[config.mk]
export PLATFORM = sky130hd
export DESIGN_NAME = hamming32t26d_enc_stream
export DESIGN_NICKNAME = d
export VERILOG_FILES = /design/src/rtl/hamming_pkg.sv /design/src/rtl/hamming32t26d_enc_core.sv /design/src/rtl/hamming32t26d_enc_stream.sv
export SDC_FILE = /design/constraint.sdc
export NUM_CORES = 1
export LEC_CHECK = 0
export ABC_AREA = 0
export CORE_ASPECT_RATIO = 0.5
export CORE_UTILIZATION = 47
export DETAILED_ROUTE_END_ITERATION = 6
export GPL_TIMING_DRIVEN = 0
export PLACE_DENSITY = 0.85
export SYNTH_ARGS = -nofsm -noshare
export SYNTH_HDL_FRONTEND = slang
export SYNTH_HIERARCHICAL = 1
export SYNTH_SLANG_ARGS = --single-unit
[constraint.sdc]
create_clock -name clk_i -period 2.87 [get_ports clk_i]
set_input_delay 0.574 -clock clk_i [delete_from_list [all_inputs] [get_ports clk_i]]
set_output_delay 0.574 -clock clk_i [all_outputs]
set_load 0.005 [all_outputs]
[src/rtl/hamming_pkg.sv]
// rtl/hamming_pkg.sv - shared widths, types, occupancy states and SECDED encode function
package hamming_pkg;

  localparam int DATA_W   = 26;
  localparam int N_CHECKB = 5;
  localparam int CW_W     = 32;

  typedef logic [DATA_W-1:0] data_t;
  typedef logic [CW_W-1:0]   cw_t;

  typedef enum logic [1:0] {
    OCC_EMPTY = 2'd0,
    OCC_ONE   = 2'd1,
    OCC_TWO   = 2'd2
  } occ_e;

  // Data fills every non-power-of-two position 3..31 in ascending order; bit 0 makes parity even.
  function automatic cw_t hamming_encode(input data_t d);
    cw_t  cw;
    int   j;
    logic p;
    cw = '0;
    j  = 0;
    for (int pos = 1; pos < CW_W; pos++) begin
      if ((pos & (pos - 1)) != 0) begin
        cw[pos] = d[j];
        j++;
      end
    end
    for (int k = 0; k < N_CHECKB; k++) begin
      p = 1'b0;
      for (int pos = 1; pos < CW_W; pos++) begin
        if (((pos & (pos - 1)) != 0) && ((pos >> k) & 1) == 1) p = p ^ cw[pos];
      end
      cw[1 << k] = p;
    end
    cw[0] = ^cw[CW_W-1:1];
    return cw;
  endfunction

endpackage

[src/rtl/hamming32t26d_enc_core.sv]
// rtl/hamming32t26d_enc_core.sv - combinational 26-bit data to 32-bit SECDED codeword
module hamming32t26d_enc_core
  import hamming_pkg::*;
(
  input  data_t data,
  output cw_t   cw
);

  assign cw = hamming_encode(data);

endmodule

[src/rtl/hamming32t26d_enc_stream.sv]
// rtl/hamming32t26d_enc_stream.sv - streaming SECDED encoder with 2-entry skid buffer
// Optional error injection when HAMMING_ENC_ERR_INJ_EN is defined.
module hamming32t26d_enc_stream
  import hamming_pkg::*;
#(
  parameter int CNT_W = 16
) (
  input  logic             clk_i,
  input  logic             rst_i,
  input  logic             flush_i,
  input  logic [25:0]      data_i,
  input  logic             valid_i,
  output logic             ready_o,
  output logic [31:0]      hv_o,
  output logic             valid_o,
  input  logic             ready_i,
  output logic [CNT_W-1:0] cnt_o
`ifdef HAMMING_ENC_ERR_INJ_EN
  ,
  input  logic             inj_arm_i,
  input  logic [31:0]      inj_mask_i,
  output logic             inj_pending_o
`endif
);

  occ_e state;
  cw_t  skid_q;
  cw_t  enc_cw;
  cw_t  store_cw;
  logic accept;
  logic out_hs;

  hamming32t26d_enc_core u_core (
    .data (data_i),
    .cw   (enc_cw)
  );

  // Ready depends only on registered occupancy and flush, never on ready_i.
  assign ready_o = (state != OCC_TWO) & ~flush_i;
  assign accept  = valid_i & ready_o;
  assign out_hs  = valid_o & ready_i;

`ifdef HAMMING_ENC_ERR_INJ_EN
  cw_t  inj_mask_q;
  cw_t  inj_eff;

  // A same-cycle arm overrides the latched mask for the word being accepted.
  always_comb begin
    inj_eff = '0;
    if (inj_arm_i)          inj_eff = inj_mask_i;
    else if (inj_pending_o) inj_eff = inj_mask_q;
  end
  assign store_cw = enc_cw ^ inj_eff;

  always_ff @(posedge clk_i or posedge rst_i) begin
    if (rst_i) begin
      inj_mask_q    <= '0;
      inj_pending_o <= 1'b0;
    end else begin
      if (inj_arm_i) inj_mask_q <= inj_mask_i;
      if (flush_i || accept) inj_pending_o <= 1'b0;
      else if (inj_arm_i)    inj_pending_o <= 1'b1;
    end
  end
`else
  assign store_cw = enc_cw;
`endif

  always_ff @(posedge clk_i or posedge rst_i) begin
    if (rst_i) begin
      state   <= OCC_EMPTY;
      valid_o <= 1'b0;
      hv_o    <= '0;
      skid_q  <= '0;
      cnt_o   <= '0;
    end else begin
      if (out_hs) cnt_o <= cnt_o + CNT_W'(1);
      if (flush_i) begin
        state   <= OCC_EMPTY;
        valid_o <= 1'b0;
      end else begin
        case (state)
          OCC_EMPTY: begin
            if (accept) begin
              hv_o    <= store_cw;
              valid_o <= 1'b1;
              state   <= OCC_ONE;
            end
          end
          OCC_ONE: begin
            if (accept && out_hs) begin
              hv_o <= store_cw;
            end else if (accept) begin
              skid_q <= store_cw;
              state  <= OCC_TWO;
            end else if (out_hs) begin
              valid_o <= 1'b0;
              state   <= OCC_EMPTY;
            end
          end
          OCC_TWO: begin
            if (out_hs) begin
              hv_o  <= skid_q;
              state <= OCC_ONE;
            end
          end
          default: begin
            state   <= OCC_EMPTY;
            valid_o <= 1'b0;
          end
        endcase
      end
    end
  end

`ifdef FORMAL
  always_ff @(posedge clk_i) begin
    assert (DATA_W == 26 && N_CHECKB == 5);
    if (!rst_i && !$past(rst_i) && !$past(flush_i) && $past(valid_o) && !$past(ready_i))
      assert (hv_o == $past(hv_o) && valid_o);
  end
`endif

endmodule
==> impl_metrics.toml <==
[clocking]
cts_buffers = 9
path_clk_slew_ps = 60
cts_tree = "built"
cts.hold.buffers_added = 0
clk_path_buf_depth = 2
post_cts_resized = 0
htreeDepth = 3
clock-root-buffer = "clkbuf_16"
post-cts-setup-buffer-count = 0
cts_sinks = 83
insertion_delay_ps = 340

[setup_path]
endpoint_kind = "output pin"
path_cells = "nand2b_1 > buf_2 > buf_2 > and2_1 > clkdlybuf4s50_1"
crit_path_frequent_cell = "buf_2"
worstPathRequired_ps = 2300
worstPathArrival_ps = 2130
crit_fanout = 10
worst-setup-path-type = "reg -> out"
cpMaxStageDelayCell = "clkdlybuf4s50_1"
cp_slowest_stage_delay_ps = 510
startpoint_type = "flop"

[synth]
synthDistinctLibCells = 40
yosysTopAreaCellShare_pct = 47.92
synth_seq_cells = 83
synthesis.nets = 398
syn_area_per_cell_um2 = 11.84
yosysWarnings = 6
synth_largest_area_cell = "dfrtp_1"
synth-edff-count = 0
ys.flop_type = "dfrtp_1"
syn_inst = 366
ys_async_sr_fraction_pct = 100.0
synth_area_leaders = "dfrtp_1 48%, mux2_2 8.1%, mux2i_1 7.4%"
synth-seq-area-share_pct = 47.92
synthesis.area_um2 = 4334

[cells_and_area]
nets = 490
antennaDiodeCount = 0
stdcell_count = 580
nFillCells = 676
regArea_um2 = 2077
final_cell_mix = "83 x dfrtp_1, 80 x clkdlybuf4s50_1, 43 x nand2_1"
area_delta_synth_final_pct = 29.36
mostFrequentLayoutCell = "dfrtp_1"
finalCoreUtilization_pct = 63.51
drive_above_1_share_pct = 21.38
multi_input_area_um2 = 1932

[die]
fp.dieW_um = 137.8
io_pins = 81
core-area_um2 = 8828
fp-row-count = 24
die_area_um2 = 9633
initial_core_util_pct = 49.09
fp.dieH_um = 69.91

[sta]
finalCritPeriodShare_pct = 94.18
hold_viol = 0
fin_skew_ps = 6.193
timing.fmax_mhz = 369.9
finalSetupViolations = 0
period_needed_ps = 2703
tightestPinTransition_ps = 617.7
maxSlewHeadroom_pct = 58.82
rsz0062_at_grt = "false"
setup_ws_ps = 166.9
slew_viol_final = 0

[placement]
place_inst = 564
place_ws_ps = -130.8
place_hpwl_mm = 6.191
portBuffers = 80
place.gp.congestion = 0.7739

[routing]
vias = 2882
vias_per_cell = 4.969
ant_nets = 0
first_pass_iters = 4
drtIter0Drc = 153
finalWirelength_mm = 8.775
route.detailed.drc = 0
wire_per_inst_um = 15.13

[pwr]
intPower_mw = 3.029
power.total_mw = 4.173
power_density_nw_per_um2 = 744.3
leakagePower_nw = 2.694
seq_power_share_pct = 40.9
pwr-share-clk_pct = 27.4
p_sw_mw = 1.144
switching_share_pct = 27.42
comb_power_share_pct = 31.7
ir_worst_vdd_mv = 0.4517

[status]
outcome = "finished clean"

[grt]
grt_start_max_net_pins = 72
antenna_found_initial = 0
grt_pass1_vias = 2890
grt_first_pass_wirelength_mm = 14.38
grt_use_total_pct = 19.75
grt_overflow_total = 0

[worst_hold_path]
holdCritPathClass = "reg -> reg"

[job]
maxCapViolations = 0
-- flip-flops by register name, indices dropped and copies added, names as in the netlist --
signal   count
state        2
skid_q      32
cnt_o       16
hv_o        32
valid_o      1
-- Yosys cell counts, types with 3 or more instances --
library cell / count
dfrtp_1: 83
nand2_1: 43
xnor2_1: 36
mux2i_1: 32
mux2_2: 31
o21ai_0: 30
buf_4: 26
xor2_1: 14
buf_2: 8
buf_6: 6
inv_1: 6
nor2_1: 6
xnor3_1: 6
nand3_1: 3
-- path summary, 6_finish.rpt --
kind,start,endpoint,slack (ps),cells past startpoint
min,cnt_o[15]$_DFFE_PP0P_,cnt_o[15]$_DFFE_PP0P_,470,1
max reg2reg,valid_o$_DFFE_PP0P_,skid_q[27]$_DFFE_PP0P_,1010,6
min in group asynchronous,rst_i,cnt_o[8]$_DFFE_PP0P_,530,2
min reg2reg,cnt_o[15]$_DFFE_PP0P_,cnt_o[15]$_DFFE_PP0P_,470,1
max in group asynchronous,rst_i,hv_o[3]$_DFFE_PP0P_,1760,3
max,state[0]$_DFFE_PP0P_,ready_o,170,5
-- logic make-up after synthesis --
family	count (synthesis)	share of synthesized area (%)
AOI/OAI and AO/OA	38	5.139
and+or+nand+nor	74	8.545
DFF	83	47.92
muxes	64	15.70
xor gates and xnor gates	60	14.90
adders and majority gates	1	0.2886
buffers and inverters	46	7.506
-- per-stage QoR --
stage	setup TNS (ps)	cell area [µm²]	hold slack [ps]
final	0	5607	467.0
after global routing	0	5607	494.4
after CTS	0	5607	477.7
after detailed placement	-216.8	5311	469.4
after global placement	-98000	5281	457.1
after floorplan	0	4334	463.5
-- cell type report --
| cell class | instances | area share [%] |
|---|---|---|
| Buffer | 40 | 5.401 |
| Clock buffer | 11 | 4.329 |
| Clock inverter | 5 | 0.9373 |
| Inverter | 6 | 0.4463 |
| Multi-Input combinational cell | 237 | 34.46 |
| Sequential cell | 83 | 37.05 |
| Tap cell | 117 | 2.611 |
| Timing Repair Buffer | 81 | 14.77 |
-- power groups by stage --
stage | Sequential (mW) | Clock [mW] | Combinational (mW)
after floorplan | 1.70 | 0 | 0.788
after global placement | 1.71 | 0 | 1.28
after detailed placement | 1.72 | 0 | 1.32
after CTS | 1.71 | 1.17 | 1.34
after global routing | 1.75 | 1.22 | 1.45
final | 1.71 | 1.14 | 1.32
-- metal layers --
layer	track usage, %	vias up	part of all wire, %
li1	-	1396	-
met1	24.86	1435	45
met2	33.28	43	51
met3	5.447	8	3.5
met4	5.556	0	0.97
met5	0	-	0
-- critical path: cells and delay by family (launching register included) --
| kind | cells | cell delay [ps] |
|---|---|---|
| buf+inv | 3 | 1020 |
| flops | 1 | 460 |
| simple gates | 2 | 320 |
Note: power is estimated with default switching activity, not from simulation.
==> RTL edit 1: new RTL, config.mk and constraints unchanged <==
Change the parameter `CNT_W` from 16 to 24.
--- a/src/rtl/hamming32t26d_enc_stream.sv
+++ b/src/rtl/hamming32t26d_enc_stream.sv
@@ -3,7 +3,7 @@
 module hamming32t26d_enc_stream
   import hamming_pkg::*;
 #(
-  parameter int CNT_W = 16
+  parameter int CNT_W = 24
 ) (
   input  logic             clk_i,
   input  logic             rst_i,
Interface: changed (resized cnt_o); port bits go from 81 to 89. No check against the original RTL was run, so the function may have changed too.
==> RTL edit 1 against the unedited design <==
Final area is 11% higher; sequential cell count is 8 higher; via count is 9.8% higher; power grew 7.1%; synthesized area increased by 11%; highest routed layer unchanged; routed wire length grew 7.9%; largest power group unchanged; worst setup slack got worse by 0.031 ns; critical path depth increased by 3.
==> RTL edit 1: results (changes against the unedited design) <==
.. list-table::
   :header-rows: 1

   * - Metric
     - Value
   * - Startpoint of the worst setup timing path
     - data_i[16] (was state[0])
   * - Syn Nets
     - 427 (was 398)
   * - Proportion of synthesized chip area in sequential cells
     - 47.37% (was 47.92%)
   * - Iter 0 DRT Violations
     - 100 (was 153)
   * - Setup slack of the most critical reg-to-reg path
     - 1.04 ns (was 1.01 ns)
   * - Weighted congestion reported at the end of routability-driven placement
     - 0.7758 (was 0.7739)
   * - Static Leakage
     - 2.803 nW (was 2.694 nW)
   * - Met3 GRT Util
     - 4.783% (was 5.447%)
   * - Crit Reg-Reg Startpoint
     - state[0] (was valid_o)
   * - Share of layout cells above drive strength 1
     - 25.00% (was 21.38%)
   * - Number of instances in the synthesized netlist
     - 395 (was 366)
   * - Reg2reg path depth
     - 4 (was 6)
   * - Cell Count, Final, Fillers Out
     - 635 (was 580)
   * - IR Drop Worst-Case VDD
     - 0.4261 mV (was 0.4517 mV)
   * - Setup Skew
     - 0.006357 ns (was 0.006193 ns)
   * - Number of distinct library cell variants in the gate-level netlist after synthesis
     - 40 (unchanged)
   * - Maximum number of pins on one net before global-route repair
     - 38 (was 72)
   * - IO buf count
     - 88 (was 80)
   * - Routed wire length
     - 9468 µm (was 8775 µm)
   * - RR Endpoint
     - hv_o[3] (was skid_q[27])
   * - Hold worst-path end
     - cnt_o[23] (was cnt_o[15])
   * - Met2 Use GR
     - 33.28% (about the same)
   * - Cell total after placement
     - 620 (was 564)
   * - Worst hold start
     - cnt_o[23] (was cnt_o[15])
   * - Post-detailed-placement half-perimeter wirelength
     - 7007 µm (was 6191 µm)
   * - Insertion delay to the later sink of the worst-skew pair
     - 0.33 ns
   * - Crit-path max FO
     - 3 (was 10)
   * - Biggest regs
     - hv_o (32), skid_q (32), cnt_o (24) (was hv_o (32), skid_q (32), cnt_o (16))
   * - Vias in the first global route
     - 3,147 (was 2,890)
   * - Global-route total usage across every layer
     - 19.14% (was 19.75%)
   * - Run status
     - finished clean (unchanged)
   * - CP arrival
     - 2.95 ns (was 2.13 ns)
   * - Layout Nets
     - 528 (was 490)
   * - Commonest cells in the netlist
     - sky130_fd_sc_hd__dfrtp_1, sky130_fd_sc_hd__xnor2_1, sky130_fd_sc_hd__nor2_1 (was sky130_fd_sc_hd__dfrtp_1, sky130_fd_sc_hd__nand2_1, sky130_fd_sc_hd__xnor2_1)
   * - Worst Tran Pin Value
     - 0.5794 ns (was 0.6177 ns)
   * - Global-route wire length before repair
     - 15,610 µm (was 14,380 µm)
   * - Average vias per placed instance
     - 4.981 (was 4.969)
   * - Top area cells in the synthesized netlist
     - sky130_fd_sc_hd__dfrtp_1, sky130_fd_sc_hd__xnor2_1, sky130_fd_sc_hd__mux2_2 (was sky130_fd_sc_hd__dfrtp_1, sky130_fd_sc_hd__mux2_2, sky130_fd_sc_hd__mux2i_1)
   * - Met1 track demand over resource
     - 24.33% (was 24.86%)
==> RTL edit 1: layout make-up <==
cell class                      count  area (µm²)
Clock buffer                       13       260.3
Buffer                             40       309.0
Inverter                            3       15.01
Sequential cell                    91        2277
Tap cell                          135       168.9
Clock inverter                      2       35.03
Multi-Input combinational cell    261        2210
Fill cell                         744        3501
Timing Repair Buffer               90       920.9
==> RTL edit 1: critical path, cell delays in order <==
cell and delay [ns]:
sky130_fd_sc_hd__clkdlybuf4s50_1 0.55, sky130_fd_sc_hd__xnor3_1 0.42, sky130_fd_sc_hd__xnor3_1 0.25, sky130_fd_sc_hd__xnor3_2 0.30, sky130_fd_sc_hd__xnor3_1 0.36, sky130_fd_sc_hd__xnor3_1 0.20, sky130_fd_sc_hd__mux2i_1 0.20, sky130_fd_sc_hd__a21oi_2 0.08
==> RTL edit 1: power by group <==
group | internal (mW) | total [mW] | switching, mW
combinational | 0.895 | 1.46 | 0.562
clock | 0.716 | 1.16 | 0.445
sequential | 1.63 | 1.85 | 0.221
total | 3.24 | 4.47 | 1.23
==> RTL edit 1: stage by stage <==
step / hold WS, ns / TNS [ns] / area [µm²] / setup slack, ns
detailed placement: 0.4614 / -0.3698 / 5901 / -0.1947
global placement: 0.4596 / -0.2955 / 5861 / -0.1533
CTS: 0.4735 / 0 / 6196 / 0.1453
finish: 0.4662 / 0 / 6196 / 0.1363
floorplan: 0.4635 / 0 / 4811 / 0.5584
global route: 0.4876 / 0 / 6196 / 0.02035
==> RTL edit 1: cells by family after synthesis <==
kind of cell / synth area share, %
xor gates and xnor gates: 14.89
adders and majority gates: 0.2602
muxes: 14.60
and+or+nand+nor: 9.553
AOI/OAI and AO/OA: 6.663
DFF: 47.37
buffers and inverters: 6.663
==> RTL edit 1: metal layers <==
| metal | routed length [µm] | share of wire [%] |
|---|---|---|
| met1 | 4361 | 46 |
| met3 | 302 | 3.2 |
| met5 | 0 | 0 |
| met4 | 96 | 1.0 |
| met2 | 4707 | 50 |
==> RTL edit 1: how the worst max path moves through the flow <==
| stage | slack (ns) | to | cells past startpoint |
|---|---|---|---|
| final | 0.14 | hv_o[0] | 8 |
| after global routing | 0.02 | ready_o | 5 |
| after CTS | 0.15 | ready_o | 5 |
| after detailed placement | -0.19 | hv_o[0] | 8 |
| after global placement | -0.15 | hv_o[0] | 8 |
| after floorplan | 0.56 | skid_q[0] | 6 |
==> RTL edit 2: new RTL, same settings <==
Without the edit above. Register the output `cnt_o` once more; this adds one clock of latency there. The other outputs are not delayed to match.
--- a/src/rtl/hamming32t26d_enc_stream.sv
+++ b/src/rtl/hamming32t26d_enc_stream.sv
@@ -22,6 +22,8 @@
   output logic             inj_pending_o
 `endif
 );
+
+  logic [CNT_W-1:0] cnt_s0;
 
   occ_e state;
   cw_t  skid_q;
@@ -72,9 +74,9 @@
       valid_o <= 1'b0;
       hv_o    <= '0;
       skid_q  <= '0;
-      cnt_o   <= '0;
+      cnt_s0  <= '0;
     end else begin
-      if (out_hs) cnt_o <= cnt_o + CNT_W'(1);
+      if (out_hs) cnt_s0 <= cnt_s0 + CNT_W'(1);
       if (flush_i) begin
         state   <= OCC_EMPTY;
         valid_o <= 1'b0;
@@ -121,4 +123,8 @@
   end
 `endif
 
+  always_ff @(posedge clk_i) begin
+    cnt_o <= cnt_s0;
+  end
+
 endmodule
Function: changed (a bounded check fails within 4 cycles, from zero or initial values and one cycle with rst_i high).
==> RTL edit 2 against the unedited design <==
First-iteration DRC count up 6.5%; count of clock-buffer cells in the layout unchanged; final area up 7.9%; routed wire length up 7.3%; synthesized area up 9.4%; die area up 9.1%; worst setup slack worse by 0.039 ns; power up 13%; sequential cell count up 16; maximum frequency down 1.4%; clock power up 9.6%; global-route usage down 0.12 points; largest cell class unchanged; highest routed layer unchanged.
==> RTL edit 2: results (changes against the unedited design) <==
.. list-table::
   :header-rows: 1

   * - Metric
     - Value
   * - Run status
     - finished clean (unchanged)
   * - IR Drop Worst-Case VDD
     - 0.3766 mV (was 0.4517 mV)
   * - Global-route wire length before repair
     - 15,520 µm (was 14,380 µm)
   * - Synth async-reset ratio
     - 83.84% (was 100.0%)
   * - Total cell area at the placement stage
     - 5739 µm² (was 5311 µm²)
   * - Seq group
     - 2.00 mW (was 1.71 mW)
   * - Weighted congestion reported at the end of routability-driven placement
     - 0.7604 (was 0.7739)
   * - Proportion of synthesized chip area in sequential cells
     - 50.58% (was 47.92%)
   * - Static Leakage
     - 2.909 nW (was 2.694 nW)
   * - Post-detailed-placement half-perimeter wirelength
     - 6567 µm (was 6191 µm)
   * - Post-place setup slack
     - -0.1589 ns (was -0.1308 ns)
   * - Number of post-CTS setup repair buffers
     - 0 (unchanged)
   * - CP arrival
     - 2.17 ns (was 2.13 ns)
   * - Max Buffers Root-to-Sink
     - 2 (unchanged)
   * - Global-route total usage across every layer
     - 19.63% (was 19.75%)
   * - Biggest regs
     - hv_o (32), skid_q (32) (was hv_o (32), skid_q (32), cnt_o (16))
   * - Post-detailed-route wirelength per cell
     - 15.52 µm (was 15.13 µm)
   * - Layout Nets
     - 499 (was 490)
   * - Commonest cells in the netlist
     - sky130_fd_sc_hd__dfrtp_1, sky130_fd_sc_hd__xnor2_1, sky130_fd_sc_hd__a21oi_1, sky130_fd_sc_hd__nor2_1, sky130_fd_sc_hd__mux2i_1 (was sky130_fd_sc_hd__dfrtp_1, sky130_fd_sc_hd__nand2_1, sky130_fd_sc_hd__xnor2_1)
   * - Share of layout cells above drive strength 1
     - 20.13% (was 21.38%)
   * - Syn Nets
     - 407 (was 398)
   * - Setup Skew
     - 0.006156 ns (was 0.006193 ns)
   * - Average vias per placed instance
     - 4.926 (was 4.969)
   * - Worst hold start
     - cnt_s0[15] (was cnt_o[15])
   * - Worst min-delay path class
     - flop to flop (unchanged)
   * - Crit-path max FO
     - 10 (unchanged)
   * - Number of distinct library cell variants in the gate-level netlist after synthesis
     - 39 (was 40)
   * - Maximum number of pins on one net before global-route repair
     - 68 (was 72)
   * - Switching share of total power
     - 27.08% (was 27.42%)
   * - CTS clock-pin slew for the worst setup and hold paths
     - 0.07 ns
   * - Worst Tran Pin Value
     - 0.7816 ns (was 0.6177 ns)
   * - Top area cells in the synthesized netlist
     - sky130_fd_sc_hd__dfrtp_1, sky130_fd_sc_hd__mux2_4, sky130_fd_sc_hd__xnor2_1 (was sky130_fd_sc_hd__dfrtp_1, sky130_fd_sc_hd__mux2_2, sky130_fd_sc_hd__mux2i_1)
   * - Reported combinational group power
     - 1.47 mW (was 1.32 mW)
   * - Vias in the first global route
     - 3,123 (was 2,890)
   * - Iter 0 DRT Violations
     - 163 (was 153)
   * - Startpoint of the worst setup timing path
     - state[1] (was state[0])
RTL edit 2: cell types whose count changed after synthesis, moves of 3 or more:
cell                      unedited run  this run
sky130_fd_sc_hd__mux2_2             31         2
sky130_fd_sc_hd__mux2_4              0        30
sky130_fd_sc_hd__xor2_1             14        11
sky130_fd_sc_hd__inv_1               6         2
sky130_fd_sc_hd__buf_6               6         1
sky130_fd_sc_hd__a21oi_1             2        34
sky130_fd_sc_hd__xnor2_1            36        39
sky130_fd_sc_hd__nand2_1            43        11
sky130_fd_sc_hd__dfxtp_1             0        16
sky130_fd_sc_hd__o21ai_0            30         0
sky130_fd_sc_hd__buf_12              0         3
sky130_fd_sc_hd__nor2_1              6        34
RTL edit 2: worst max-delay path, stage by stage (launching register included):
cell                              delay, ns
sky130_fd_sc_hd__dfrtp_1               0.48
sky130_fd_sc_hd__nand2b_1              0.11
sky130_fd_sc_hd__buf_2                 0.20
sky130_fd_sc_hd__buf_2                 0.32
sky130_fd_sc_hd__nor2b_1               0.19
sky130_fd_sc_hd__clkdlybuf4s50_1       0.52
RTL edit 2: metal layers:
metal / routed length, µm / global-route usage, % / share of wire, % / vias to the layer above
li1: - / - / - / 1426
met4: 83 / 4.610 / 0.88 / 0
met5: 0 / 0 / 0 / -
met2: 4634 / 33.60 / 49 / 51
met1: 4324 / 24.83 / 46 / 1502
met3: 376 / 5.577 / 4.0 / 11
RTL edit 2: cell families (layout without fill, tap and decap cells):
kind of cell | count (synthesis) | after routing | share of synthesized area (%)
flops | 99 | 99 | 50.58
mux | 65 | 65 | 16.95
buf+inv | 42 | 139 | 6.838
compound gates | 38 | 38 | 4.541
fa+ha+maj | 1 | 1 | 0.2639
simple gates | 70 | 70 | 7.207
xor+xnor | 60 | 60 | 13.62
RTL edit 2: layout make-up:
cell class | instances | area, µm²
flip-flops and latches | 99 | 2397
fillers | 744 | 3551
clock buffers | 11 | 254.0
clock inverters | 5 | 58.81
multi-input cells | 234 | 2018
repair buffers | 81 | 828.3
plain buffers | 40 | 316.6
well taps | 135 | 168.9
inverters | 2 | 10.01
RTL edit 2: stage by stage:
stage               cells  utilization (%)  TNS [ns]  power (mW)
floorplan             375                -         0       2.901
global placement      590            59.45    -95.92       3.425
detailed placement    591            59.77   -0.2913       3.487
CTS                   607            63.02         0       4.766
global route          607            63.02         0       4.994
finish                607            63.02         0       4.724
RTL edit 2: worst paths after layout:
path / end / slack [ns] / cells after the start
setup / recovery: ready_o / 0.13 / 5
hold / removal: cnt_o[15] / 0.41 / 0
setup reg to reg: cnt_s0[11] / 0.96 / 4
hold reg to reg: cnt_o[15] / 0.41 / 0
max in group asynchronous: hv_o[22] / 1.76 / 3
min in group asynchronous: cnt_s0[9] / 0.52 / 2
